## src/rtl/mult_arbiter_pkg.sv

```systemverilog
// Shared types and helpers for the multiplier-sharing arbiter.
// State encoding, the default watchdog length and the grant-index width.
package mult_arb_pkg;

    typedef enum logic [1:0] {
        IDLE  = 2'd0,
        ISSUE = 2'd1,
        BUSY  = 2'd2,
        RESP  = 2'd3
    } state_t;

    localparam int DEFAULT_WDOG = 15;

    // Width of an index into n requesters; never narrower than one bit.
    function automatic int idx_w(input int n);
        return (n > 1) ? $clog2(n) : 1;
    endfunction

endpackage

```

## src/rtl/rr_arbiter.sv

```systemverilog
// Combinational round-robin picker: first request strictly after 'last', wrapping.
// Outputs a one-hot grant, its index, and whether any request is present.
module rr_arbiter
    import mult_arb_pkg::*;
#(
    parameter int NUM_REQ = 4,
    parameter int IDX_W   = idx_w(NUM_REQ)
) (
    input  logic [NUM_REQ-1:0] req,
    input  logic [IDX_W-1:0]   last,
    output logic [NUM_REQ-1:0] gnt,
    output logic [IDX_W-1:0]   gnt_idx,
    output logic               any
);

    logic [NUM_REQ-1:0] above_last;
    logic [NUM_REQ-1:0] masked;
    logic [NUM_REQ-1:0] pool;

    generate
        for (genvar gi = 0; gi < NUM_REQ; gi++) begin : g_mask
            assign above_last[gi] = (gi > int'(last));
        end
    endgenerate

    // Requests above the last grant win; otherwise wrap to the full vector.
    assign masked = req & above_last;
    assign pool   = (|masked) ? masked : req;
    assign any    = |req;

    // Lowest set bit of the pool.
    always_comb begin
        gnt     = '0;
        gnt_idx = '0;
        for (int i = NUM_REQ - 1; i >= 0; i--) begin
            if (pool[i]) begin
                gnt     = '0;
                gnt[i]  = 1'b1;
                gnt_idx = IDX_W'(i);
            end
        end
    end

endmodule

```

## src/rtl/mult_arbiter.sv

```systemverilog
// Shares one multiplier core among NUM_REQ requesters: round-robin accept,
// start pulse, watchdog-guarded wait for done, then a per-requester response.
module mult_arbiter
    import mult_arb_pkg::*;
#(
    parameter int NUM_REQ = 4,
    parameter int OP_W    = 16,
    parameter int RES_W   = 32,
    parameter int WDOG    = DEFAULT_WDOG
) (
    input  logic                      clk,
    input  logic                      rst_n,
    input  logic [NUM_REQ-1:0]        req_valid,
    input  logic [NUM_REQ*OP_W-1:0]   req_a,
    input  logic [NUM_REQ*OP_W-1:0]   req_b,
    output logic [NUM_REQ-1:0]        req_ready,
    output logic [NUM_REQ-1:0]        rsp_valid,
    input  logic [NUM_REQ-1:0]        rsp_ready,
    output logic [RES_W-1:0]          rsp_data,
    output logic                      rsp_err,
    input  logic                      abort,
    output logic                      mul_enable,
    output logic                      mul_start,
    output logic [OP_W-1:0]           mul_a,
    output logic [OP_W-1:0]           mul_b,
    input  logic                      mul_done,
    input  logic [RES_W-1:0]          mul_result,
    output logic                      busy,
    output logic [idx_w(NUM_REQ)-1:0] grant_id
);

    localparam int IDX_W = idx_w(NUM_REQ);
    localparam int WD_W  = $clog2(WDOG + 1);

    state_t             state_reg, state_next;
    logic [IDX_W-1:0]   last_reg, last_next;
    logic [IDX_W-1:0]   grant_id_reg, grant_id_next;
    logic [OP_W-1:0]    mul_a_reg, mul_a_next;
    logic [OP_W-1:0]    mul_b_reg, mul_b_next;
    logic [RES_W-1:0]   rsp_data_reg, rsp_data_next;
    logic               rsp_err_reg, rsp_err_next;
    logic [WD_W-1:0]    wdog_reg, wdog_next;

    logic [NUM_REQ-1:0] pick_onehot;
    logic [IDX_W-1:0]   pick_idx;
    logic               pick_any;
    logic [NUM_REQ-1:0] grant_onehot;
    logic [OP_W-1:0]    a_slice [NUM_REQ];
    logic [OP_W-1:0]    b_slice [NUM_REQ];

    generate
        for (genvar gi = 0; gi < NUM_REQ; gi++) begin : g_slice
            assign a_slice[gi] = req_a[gi*OP_W +: OP_W];
            assign b_slice[gi] = req_b[gi*OP_W +: OP_W];
        end
    endgenerate

    rr_arbiter #(
        .NUM_REQ (NUM_REQ),
        .IDX_W   (IDX_W)
    ) u_rr (
        .req     (req_valid),
        .last    (last_reg),
        .gnt     (pick_onehot),
        .gnt_idx (pick_idx),
        .any     (pick_any)
    );

    assign grant_onehot = NUM_REQ'(1) << grant_id_reg;

    always_ff @(posedge clk or negedge rst_n) begin
        if (!rst_n) begin
            state_reg    <= IDLE;
            last_reg     <= IDX_W'(NUM_REQ - 1);
            grant_id_reg <= '0;
            mul_a_reg    <= '0;
            mul_b_reg    <= '0;
            rsp_data_reg <= '0;
            rsp_err_reg  <= 1'b0;
            wdog_reg     <= '0;
        end else begin
            state_reg    <= state_next;
            last_reg     <= last_next;
            grant_id_reg <= grant_id_next;
            mul_a_reg    <= mul_a_next;
            mul_b_reg    <= mul_b_next;
            rsp_data_reg <= rsp_data_next;
            rsp_err_reg  <= rsp_err_next;
            wdog_reg     <= wdog_next;
        end
    end

    always_comb begin
        state_next    = state_reg;
        last_next     = last_reg;
        grant_id_next = grant_id_reg;
        mul_a_next    = mul_a_reg;
        mul_b_next    = mul_b_reg;
        rsp_data_next = rsp_data_reg;
        rsp_err_next  = rsp_err_reg;
        wdog_next     = wdog_reg;
        req_ready     = '0;
        rsp_valid     = '0;
        mul_enable    = 1'b0;
        mul_start     = 1'b0;
        busy          = (state_reg != IDLE);

        case (state_reg)
            IDLE: begin
                // Held low during reset so no requester sees a spurious accept.
                req_ready = rst_n ? pick_onehot : '0;
                if (pick_any) begin
                    mul_a_next    = a_slice[pick_idx];
                    mul_b_next    = b_slice[pick_idx];
                    grant_id_next = pick_idx;
                    state_next    = ISSUE;
                end
            end
            ISSUE: begin
                mul_enable = 1'b1;
                mul_start  = 1'b1;
                wdog_next  = WD_W'(WDOG);
                if (abort) begin
                    rsp_data_next = '0;
                    rsp_err_next  = 1'b1;
                    state_next    = RESP;
                end else begin
                    state_next = BUSY;
                end
            end
            BUSY: begin
                mul_enable = 1'b1;
                wdog_next  = wdog_reg - WD_W'(1);
                // done beats abort, abort beats watchdog expiry.
                if (mul_done) begin
                    rsp_data_next = mul_result;
                    rsp_err_next  = 1'b0;
                    state_next    = RESP;
                end else if (abort || (wdog_reg == WD_W'(1))) begin
                    rsp_data_next = '0;
                    rsp_err_next  = 1'b1;
                    state_next    = RESP;
                end
            end
            default: begin
                rsp_valid = grant_onehot;
                if (rsp_ready[grant_id_reg]) begin
                    last_next  = grant_id_reg;
                    state_next = IDLE;
                end
            end
        endcase
    end

    assign rsp_data = rsp_data_reg;
    assign rsp_err  = rsp_err_reg;
    assign mul_a    = mul_a_reg;
    assign mul_b    = mul_b_reg;
    assign grant_id = grant_id_reg;

endmodule

```

## config.mk

```make
export PLATFORM = sky130hd
export DESIGN_NAME = mult_arbiter
export DESIGN_NICKNAME = d
export VERILOG_FILES = /design/src/rtl/mult_arbiter_pkg.sv /design/src/rtl/rr_arbiter.sv /design/src/rtl/mult_arbiter.sv
export SDC_FILE = /design/constraint.sdc
export NUM_CORES = 1
export LEC_CHECK = 0
export CORE_MARGIN = 2
export CORE_UTILIZATION = 25
export DETAILED_ROUTE_END_ITERATION = 10
export PLACE_DENSITY = 0.53
export RECOVER_POWER = 25
export SYNTH_ARGS = -nofsm -noshare
export SYNTH_HDL_FRONTEND = slang
export SYNTH_SLANG_ARGS = --single-unit
```

## constraint.sdc

```tcl
create_clock -name clk -period 2.8 [get_ports clk]
set_clock_uncertainty 0.15 [all_clocks]
set_input_delay 0.28 -clock clk [delete_from_list [all_inputs] [get_ports clk]]
set_output_delay 0.28 -clock clk [all_outputs]
set_load 0.05 [all_outputs]
```

==> flow_summary.json, run 1 <==
{
  "die_area_um2": 21600,
  "cts.repair.resized": 0,
  "syn_area_um2": 5100,
  "cts_buffer_depth": 2,
  "run_status": "finished clean",
  "r2r_slack_ns": 0.18,
  "min_period_ns": 2.62,
  "powerDensity_nw_per_um2": 1110,
  "drt-total-wl_um": 21000,
  "largest_reg_flops": 32,
  "grt_pass1_wl_um": 32200,
  "maxSlewHeadroom_pct": 23.9,
  "gp_congestion": 0.845,
  "drt_iter0_markers": 267,
  "row_count": 52,
  "detail_route.vias_per_cell": 5.28,
  "rsz0062_at_grt": "no",
  "setup_viol": 0,
  "cp-end-kind": "register",
  "layout_commonest_cell": "clkdlybuf4s50_1",
  "drt_first_pass_iters": 4,
  "synth.area.top_cells": "dfrtp_1 36%, o41a_1 6.8%, a22o_1 5.5%",
  "h-tree-depth": 3,
  "syn_avg_cell_area_um2": 9.24,
  "peakVddDrop_mv": 0.666,
  "place_hpwl_um": 14700,
  "hold_violations": 0,
  "clk_pin_slew_worst_paths_ns": 0.06,
  "max_slew.worst_pin.slew_ns": 1.14,
  "clock.fmax_ghz": 0.382,
  "drv_slew": 0,
  "fp.dieW_um": 147,
  "ys.flop_type": "dfrtp_1",
  "cp.required_ns": 2.80,
  "vias": 5531,
  "async_reset_ff_share_pct": 100,
  "worst_ep_arrival_time_ns": 2.62,
  "final_cell_mix": "237 x clkdlybuf4s50_1, 73 x dfrtp_1, 46 x nand2_1",
  "wl_per_cell_um": 20.1,
  "worstPathMaxFanout": 34,
  "drc": 0,
  "tns_ns": 0,
  "nFillCells": 1954,
  "start_kind": "register",
  "synth_edf_count": 0,
  "cts_num_sinks": 75,
  "cts_setup_buffers": 0,
  "timing.setup.critical_path_class": "reg -> reg",
  "cts_tree": "yes",
  "pin_count": 250,
  "overflow": 0,
  "hold_buffers": 1,
  "grt_use_total_pct": 18.9,
  "postRouteAntennaNets": 0,
  "final_layout_size_suffix_gt1_share_pct": 7.72,
  "clockRootBuffer": "clkbuf_16",
  "ys_ff_latch": 75,
  "maxCapViolCount": 0,
  "initial_utilization_pct": 25.4,
  "grt_max_degree": 66,
  "hp-class": "reg -> reg",
  "yosysWarnings": 0,
  "synth-seq-area-share_pct": 36.9,
  "hold_slack_ns": 0.355,
  "synth.largest_area_cell": "dfrtp_1",
  "synth_cells": 552,
  "port-buffer-count": 249,
  "grt_pass1_vias": 5688,
  "fin_crit_sh_pct": 93.4,
  "cts_made_buffers": 9,
  "p_leak_nw": 3.24,
  "final_nets": 950,
  "core_um2": 20100,
  "antenna_found_initial": 0,
  "synth_cell_types": 46,
  "fin_util_pct": 40.8,
  "place_area_um2": 7910,
  "area_growth_pct": 61.0,
  "syn-num-nets": 730,
  "insertion_delay_ns": 0.33,
  "post-route-cell-area_um2": 8210,
  "dieHeight_um": 147,
  "yosys.area.top_type_share_pct": 35.8
}
## where the power goes
part           switching (W)  total, W  internal (W)  leakage (nW)
clock network       0.000487   0.00118      0.000693         0.143
logic                0.00377   0.00597       0.00219          2.16
registers           0.000391   0.00200       0.00161         0.941
## cell usage after synthesis, drive strengths merged (2+ instances only)
master   n
and3     2
mux2     4
dfrtp   73
dfstp    2
buf     29
o41a    31
clkbuf  35
inv     42
a31oi    3
o211ai   2
nand2   46
ha       6
a22o    32
o41ai    2
nor3b   37
a32oi   32
nand3    3
nor2     7
o221ai  32
nand2b  36
o31ai   32
o21ai    7
a21oi   40
## final timing paths
path                       cells past startpoint    startpoint            to
min in group asynchronous                      3         rst_n      mul_a[0]
setup / recovery                               6   last_reg[0]      mul_b[1]
max in group asynchronous                      4         rst_n  state_reg[0]
hold reg to reg                                1  rsp_data[18]  rsp_data[18]
hold / removal                                 1  rsp_data[18]  rsp_data[18]
setup reg to reg                               6   last_reg[0]      mul_b[1]
## critical path, stage by stage, from the launching register on
cell	delay [ns]
dfstp_2	0.65
buf_4	0.45
o21ai_1	0.20
a21oi_4	0.27
buf_4	0.39
o41a_1	0.21
a32oi_1	0.10
## final cells by class
| cell class | count | area [um^2] | area share, % |
|---|---|---|---|
| Timing Repair Buffer | 273 | 2750 | 33.5 |
| Clock buffer | 10 | 229 | 2.79 |
| Antenna cell | 1 | 2.50 | 0.0305 |
| Sequential cell | 75 | 1880 | 22.9 |
| Tap cell | 270 | 338 | 4.12 |
| Clock inverter | 6 | 65.1 | 0.793 |
| Inverter | 42 | 158 | 1.92 |
| Multi-Input combinational cell | 371 | 2780 | 33.9 |
## metrics by stage
step	total power [W]	setup WS, ns	cells
after CTS	0.00922	0.195	1047
after floorplan	0.00599	0.203	552
after detailed placement	0.00799	0.0139	1030
after global placement	0.00789	0.0443	1030
after global routing	0.00967	0.00677	1047
final	0.00914	0.184	1048
## per-layer routing
| layer | global-route usage [%] | vias up | part of all wire, % |
|---|---|---|---|
| met5 | 0 | - | 0 |
| li1 | - | 2575 | - |
| met1 | 24.3 | 2657 | 44 |
| met2 | 30.6 | 268 | 45 |
| met3 | 5.09 | 31 | 8.3 |
| met4 | 6.60 | 0 | 2.4 |
## logic make-up (layout without fill, tap and decap cells)
| group | after synthesis | count (layout) | share of synthesized area (%) |
|---|---|---|---|
| AOI/OAI and AO/OA | 220 | 220 | 35.3 |
| and+or+nand+nor | 138 | 138 | 15.3 |
| buffers and inverters | 106 | 331 | 9.35 |
| DFF | 75 | 75 | 36.9 |
| adders and majority gates | 6 | 6 | 1.47 |
| muxes | 6 | 6 | 1.52 |
| xor gates and xnor gates | 1 | 1 | 0.172 |
| other | 0 | 1 | 0 |
(Power assumes the default switching activity.)
==> inputs of run 2 (changes only) <==
CTS_BUF_LIST = sky130_fd_sc_hd__clkbuf_16   (was unset)
==> flow_summary.json, run 2 (synthesis results as in run 1) <==
{
  "r2r_end": "mul_b[1]",
  "grt_max_degree": 66,
  "timing.setup.critical_path_class": "reg -> reg",
  "overflow": 0,
  "cts_made_buffers": 9,
  "maxSlewHeadroom_pct": 24.2,
  "instances_no_fill": 1048,
  "final_layout_size_suffix_gt1_share_pct": 7.72,
  "busiest_layer": "met2",
  "gp_congestion": 0.845,
  "drv_slew": 0,
  "rsz0062_at_grt": "no",
  "p_int_w": 0.00449,
  "h-tree-depth": 3,
  "core_um2": 20100,
  "cts_setup_buffers": 0,
  "cts_buffer_depth": 2,
  "layout_commonest_cell": "clkdlybuf4s50_1",
  "seqPwrFrac_pct": 21.9,
  "grt_use_met3_pct": 5.09,
  "clock_power_share_pct": 12.9,
  "vias": 5526,
  "drt_first_pass_iters": 4,
  "drc": 0,
  "detail_route.vias_per_cell": 5.27,
  "cts_num_sinks": 75,
  "r2r_start": "last_reg[0]",
  "min_path_cells": 1,
  "p_leak_nw": 3.24,
  "gr-usage-met2_pct": 30.6,
  "clockRootBuffer": "clkbuf_16",
  "fp.dieW_um": 147,
  "max_slew.worst_pin.slew_ns": 1.14,
  "area_growth_pct": 61.0,
  "clk_pin_slew_worst_paths_ns": 0.06,
  "setup_viol": 0,
  "pin_count": 250,
  "p_sw_w": 0.00465,
  "hp-class": "reg -> reg",
  "dieHeight_um": 147,
  "r2r_slack_ns": 0.19,
  "postRouteAntennaNets": 0,
  "drt-total-wl_um": 21000,
  "hold_violations": 0,
  "peakVddDrop_mv": 0.666,
  "hold-path-endpoint": "rsp_data[18]",
  "run_status": "finished clean",
  "cp-end-kind": "register",
  "powerDensity_nw_per_um2": 1110,
  "ff2ff_path_depth": 6,
  "cts.repair.resized": 0,
  "grt_use_total_pct": 18.9,
  "worstPathMaxFanout": 34,
  "largest_reg_flops": 32,
  "antenna_found_initial": 0,
  "drt_iter0_markers": 264,
  "start_kind": "register",
  "cts_tree": "yes",
  "worst_ep_arrival_time_ns": 2.62,
  "clock.fmax_ghz": 0.383,
  "initial_utilization_pct": 25.4,
  "insertion_delay_ns": 0.33,
  "dp_cells": 1030,
  "tns_ns": 0,
  "grt_pass1_wl_um": 32200,
  "hold_slack_ns": 0.355,
  "port-buffer-count": 249,
  "place_hpwl_um": 14700,
  "worstHoldStart": "rsp_data[18]",
  "final_cell_mix": "237 x clkdlybuf4s50_1, 73 x dfrtp_1, 46 x nand2_1",
  "cp.required_ns": 2.80,
  "p_comb_share_pct": 65.3,
  "switching_share_pct": 50.9,
  "die_area_um2": 21600,
  "row_count": 52,
  "maxCapViolCount": 0,
  "fin_crit_sh_pct": 93.3,
  "final_nets": 950,
  "min_period_ns": 2.61,
  "post-route-cell-area_um2": 8210,
  "grt_pass1_vias": 5687,
  "wl_per_cell_um": 20.0,
  "gr-usage-met1_pct": 24.3,
  "place_area_um2": 7910
}
## run 2: layer usage
metal | wire length (um) | vias up
met2 | 9530 | 263
met3 | 1720 | 31
met5 | 0 | -
li1 | - | 2577
met4 | 499 | 0
met1 | 9250 | 2655
## run 2: power by group through the flow
stage / Sequential, W / Combinational (W) / Clock [W]
2_1_floorplan: 0.00345 / 0.00254 / 0
3_3_place_gp: 0.00201 / 0.00588 / 0
3_5_place_dp: 0.00200 / 0.00599 / 0
4_1_cts: 0.00200 / 0.00600 / 0.00121
5_1_grt: 0.00207 / 0.00633 / 0.00127
6_report: 0.00200 / 0.00596 / 0.00117
## run 2: how the worst max path moves through the flow
stage,from,to,slack [ns],depth (start not counted)
3_5_place_dp,req_valid[0],mul_a[11],0.01,6
6_report,last_reg[0],mul_b[1],0.19,6
3_3_place_gp,req_valid[0],mul_b[4],0.04,6
5_1_grt,last_reg[0],mul_b[1],0.007,6
4_1_cts,state_reg[1],mul_enable,0.19,3
2_1_floorplan,last_reg[0],req_ready[0],0.20,6
## run 2: final cells by class
class | instances | area, um^2
Fill cell | 1954 | 11900
Clock inverter | 7 | 68.8
Timing Repair Buffer | 273 | 2750
Antenna cell | 1 | 2.50
Clock buffer | 9 | 225
Sequential cell | 75 | 1880
Tap cell | 270 | 338
Multi-Input combinational cell | 371 | 2780
Inverter | 42 | 158
## run 2: timing repair
item	in CTS	in global routing
hold buffers	1	0
hold endpoints to repair	29	0
setup endpoints to repair	0	0
## run 2: critical path, stage by stage (launching register included)
cell,delay [ns]
dfstp_2,0.65
buf_4,0.45
o21ai_1,0.20
a21oi_4,0.27
buf_4,0.39
o41a_1,0.21
a32oi_1,0.10
## run 2: metrics by stage
step                      worst slack [ns]  util (%)  total power (W)
after detailed placement            0.0139      39.3          0.00799
after global routing               0.00677      40.8          0.00967
after CTS                            0.195      40.8          0.00921
after global placement              0.0443      39.3          0.00789
after floorplan                      0.203         -          0.00599
final                                0.187      40.8          0.00914
==> inputs of run 3 (changes only) <==
DONT_BUFFER_PORTS = 1   (was unset)
PLACE_DENSITY = 0.37   (was 0.53)
==> flow_summary.json, run 3 (synthesis results as in run 1) <==
{
  "grt_max_degree": 76,
  "fin_crit_sh_pct": 89.0,
  "drt_first_pass_iters": 4,
  "rsz0062_at_grt": "no",
  "die_area_um2": 21600,
  "area_growth_pct": 25.2,
  "max_slew.worst_pin.slew_ns": 1.84,
  "worst_ep_arrival_time_ns": 2.06,
  "layout_commonest_cell": "dfrtp_1",
  "crit_path_cell_trace": "nand2b_1 > a21o_1 > a31oi_1 > o2111a_1",
  "fp.dieW_um": 147,
  "grt_pass1_wl_um": 27400,
  "clock.fmax_ghz": 0.401,
  "drc": 0,
  "initial_utilization_pct": 25.4,
  "dieHeight_um": 147,
  "failed_checks": "capacitance limit, slew limit",
  "drt-total-wl_um": 18100,
  "cts_buffer_depth": 2,
  "clockRootBuffer": "clkbuf_16",
  "hold_violations": 0,
  "hp-class": "in -> reg",
  "tns_ns": 0,
  "insertion_delay_ns": 0.34,
  "pre_cts_ws_ns": 0.494,
  "cts_num_sinks": 75,
  "clk_pin_slew_worst_paths_ns": 0.07,
  "post-route-cell-area_um2": 6380,
  "final_cell_mix": "73 x dfrtp_1, 65 x dlygate4sd3_1, 46 x nand2_1",
  "run_status": "finished with violations",
  "setup_viol": 0,
  "worstPathMaxFanout": 17,
  "final_nets": 768,
  "cp.required_ns": 2.37,
  "peakVddDrop_mv": 0.526,
  "r2r_slack_ns": 0.49,
  "total_power_w": 0.00806,
  "largest_reg_flops": 32,
  "powerDensity_nw_per_um2": 1260,
  "maxCapViolCount": 1,
  "start_kind": "register",
  "slowest_stage": "o2111a_1",
  "cp-end-kind": "primary output",
  "vias": 4709,
  "port-buffer-count": 0,
  "place_hpwl_um": 12200,
  "final_layout_size_suffix_gt1_share_pct": 10.3,
  "cts.repair.resized": 0,
  "row_count": 52,
  "maxSlewHeadroom_pct": -22.4,
  "min_period_ns": 2.49,
  "h-tree-depth": 3,
  "overflow": 0,
  "path_delay_family": "compound AO/OA/AOI/OAI gates",
  "grt_use_total_pct": 16.2,
  "antenna_found_initial": 2,
  "cts_made_buffers": 9,
  "gp_congestion": 0.807,
  "core_um2": 20100,
  "wl_per_cell_um": 20.9,
  "p_leak_nw": 2.56,
  "cp_slowest_stage_delay_ns": 0.57,
  "hold_slack_ns": 0.0439,
  "drv_slew": 76,
  "grt_pass1_vias": 4727,
  "pin_count": 250,
  "timing.setup.critical_path_class": "reg -> out",
  "worst_slack_ns": 0.307,
  "drt_iter0_markers": 174,
  "postRouteAntennaNets": 0,
  "place_area_um2": 5410,
  "crit_buf_inv": 0,
  "cts_tree": "yes",
  "detail_route.vias_per_cell": 5.44
}
-- run 3: cell count changes in the layout (fill, tap and decap cells not counted), moves of 2 or more --
| cell | delta |
|---|---|
| buf_4 | +4 |
| buf_12 | -4 |
| clkinv_2 | -2 |
| inv_6 | +2 |
| nor3b_1 | -2 |
| inv_8 | +2 |
| dlygate4sd3_1 | +58 |
| nor3b_2 | +2 |
| clkdlybuf4s50_1 | -237 |
-- run 3: final timing paths --
path / startpoint / to / cells after the start
max: last_reg[0] / req_ready[1] / 4
min: req_b[23] / mul_b[7] / 2
max reg2reg: state_reg[0] / rsp_data[20] / 7
min reg2reg: wdog_reg[1] / wdog_reg[1] / 2
max in group asynchronous: rst_n / rsp_data[11] / 2
min in group asynchronous: rst_n / mul_a[5] / 2
-- run 3: layout make-up --
type | instances | area [um^2]
diodes | 1 | 2.50
clock buffers | 9 | 225
clock inverters | 7 | 87.6
fillers | 2047 | 13700
inverters | 42 | 158
multi-input cells | 371 | 2800
flip-flops and latches | 75 | 1880
well taps | 270 | 338
repair buffers | 91 | 893
-- run 3: metal layers --
| metal | track usage, % | vias up | share of wire (%) | wire length [um] |
|---|---|---|---|---|
| li1 | - | 2202 | - | - |
| met1 | 20.0 | 2254 | 41 | 7430 |
| met2 | 26.8 | 230 | 46 | 8400 |
| met3 | 5.16 | 23 | 10 | 1830 |
| met4 | 5.92 | 0 | 2.2 | 406 |
| met5 | 0 | - | 0 | 0 |
-- run 3: through the flow --
step	std cells	utilization (%)
2_1_floorplan	552	-
3_3_place_gp	783	26.9
3_5_place_dp	783	26.9
4_1_cts	865	31.9
5_1_grt	866	31.8
6_report	866	31.8
-- run 3: where the power goes --
part / internal (W) / switching (W) / total (W)
Combinational: 0.00130 / 0.00193 / 0.00323
Sequential: 0.00157 / 0.00200 / 0.00357
Clock: 0.000715 / 0.000542 / 0.00126
Total: 0.00359 / 0.00447 / 0.00806
-- run 3: what timing repair did --
item,4_1_cts,5_1_grt
buffers inserted,0,0
hold endpoints to repair,139,0
hold buffers,66,0
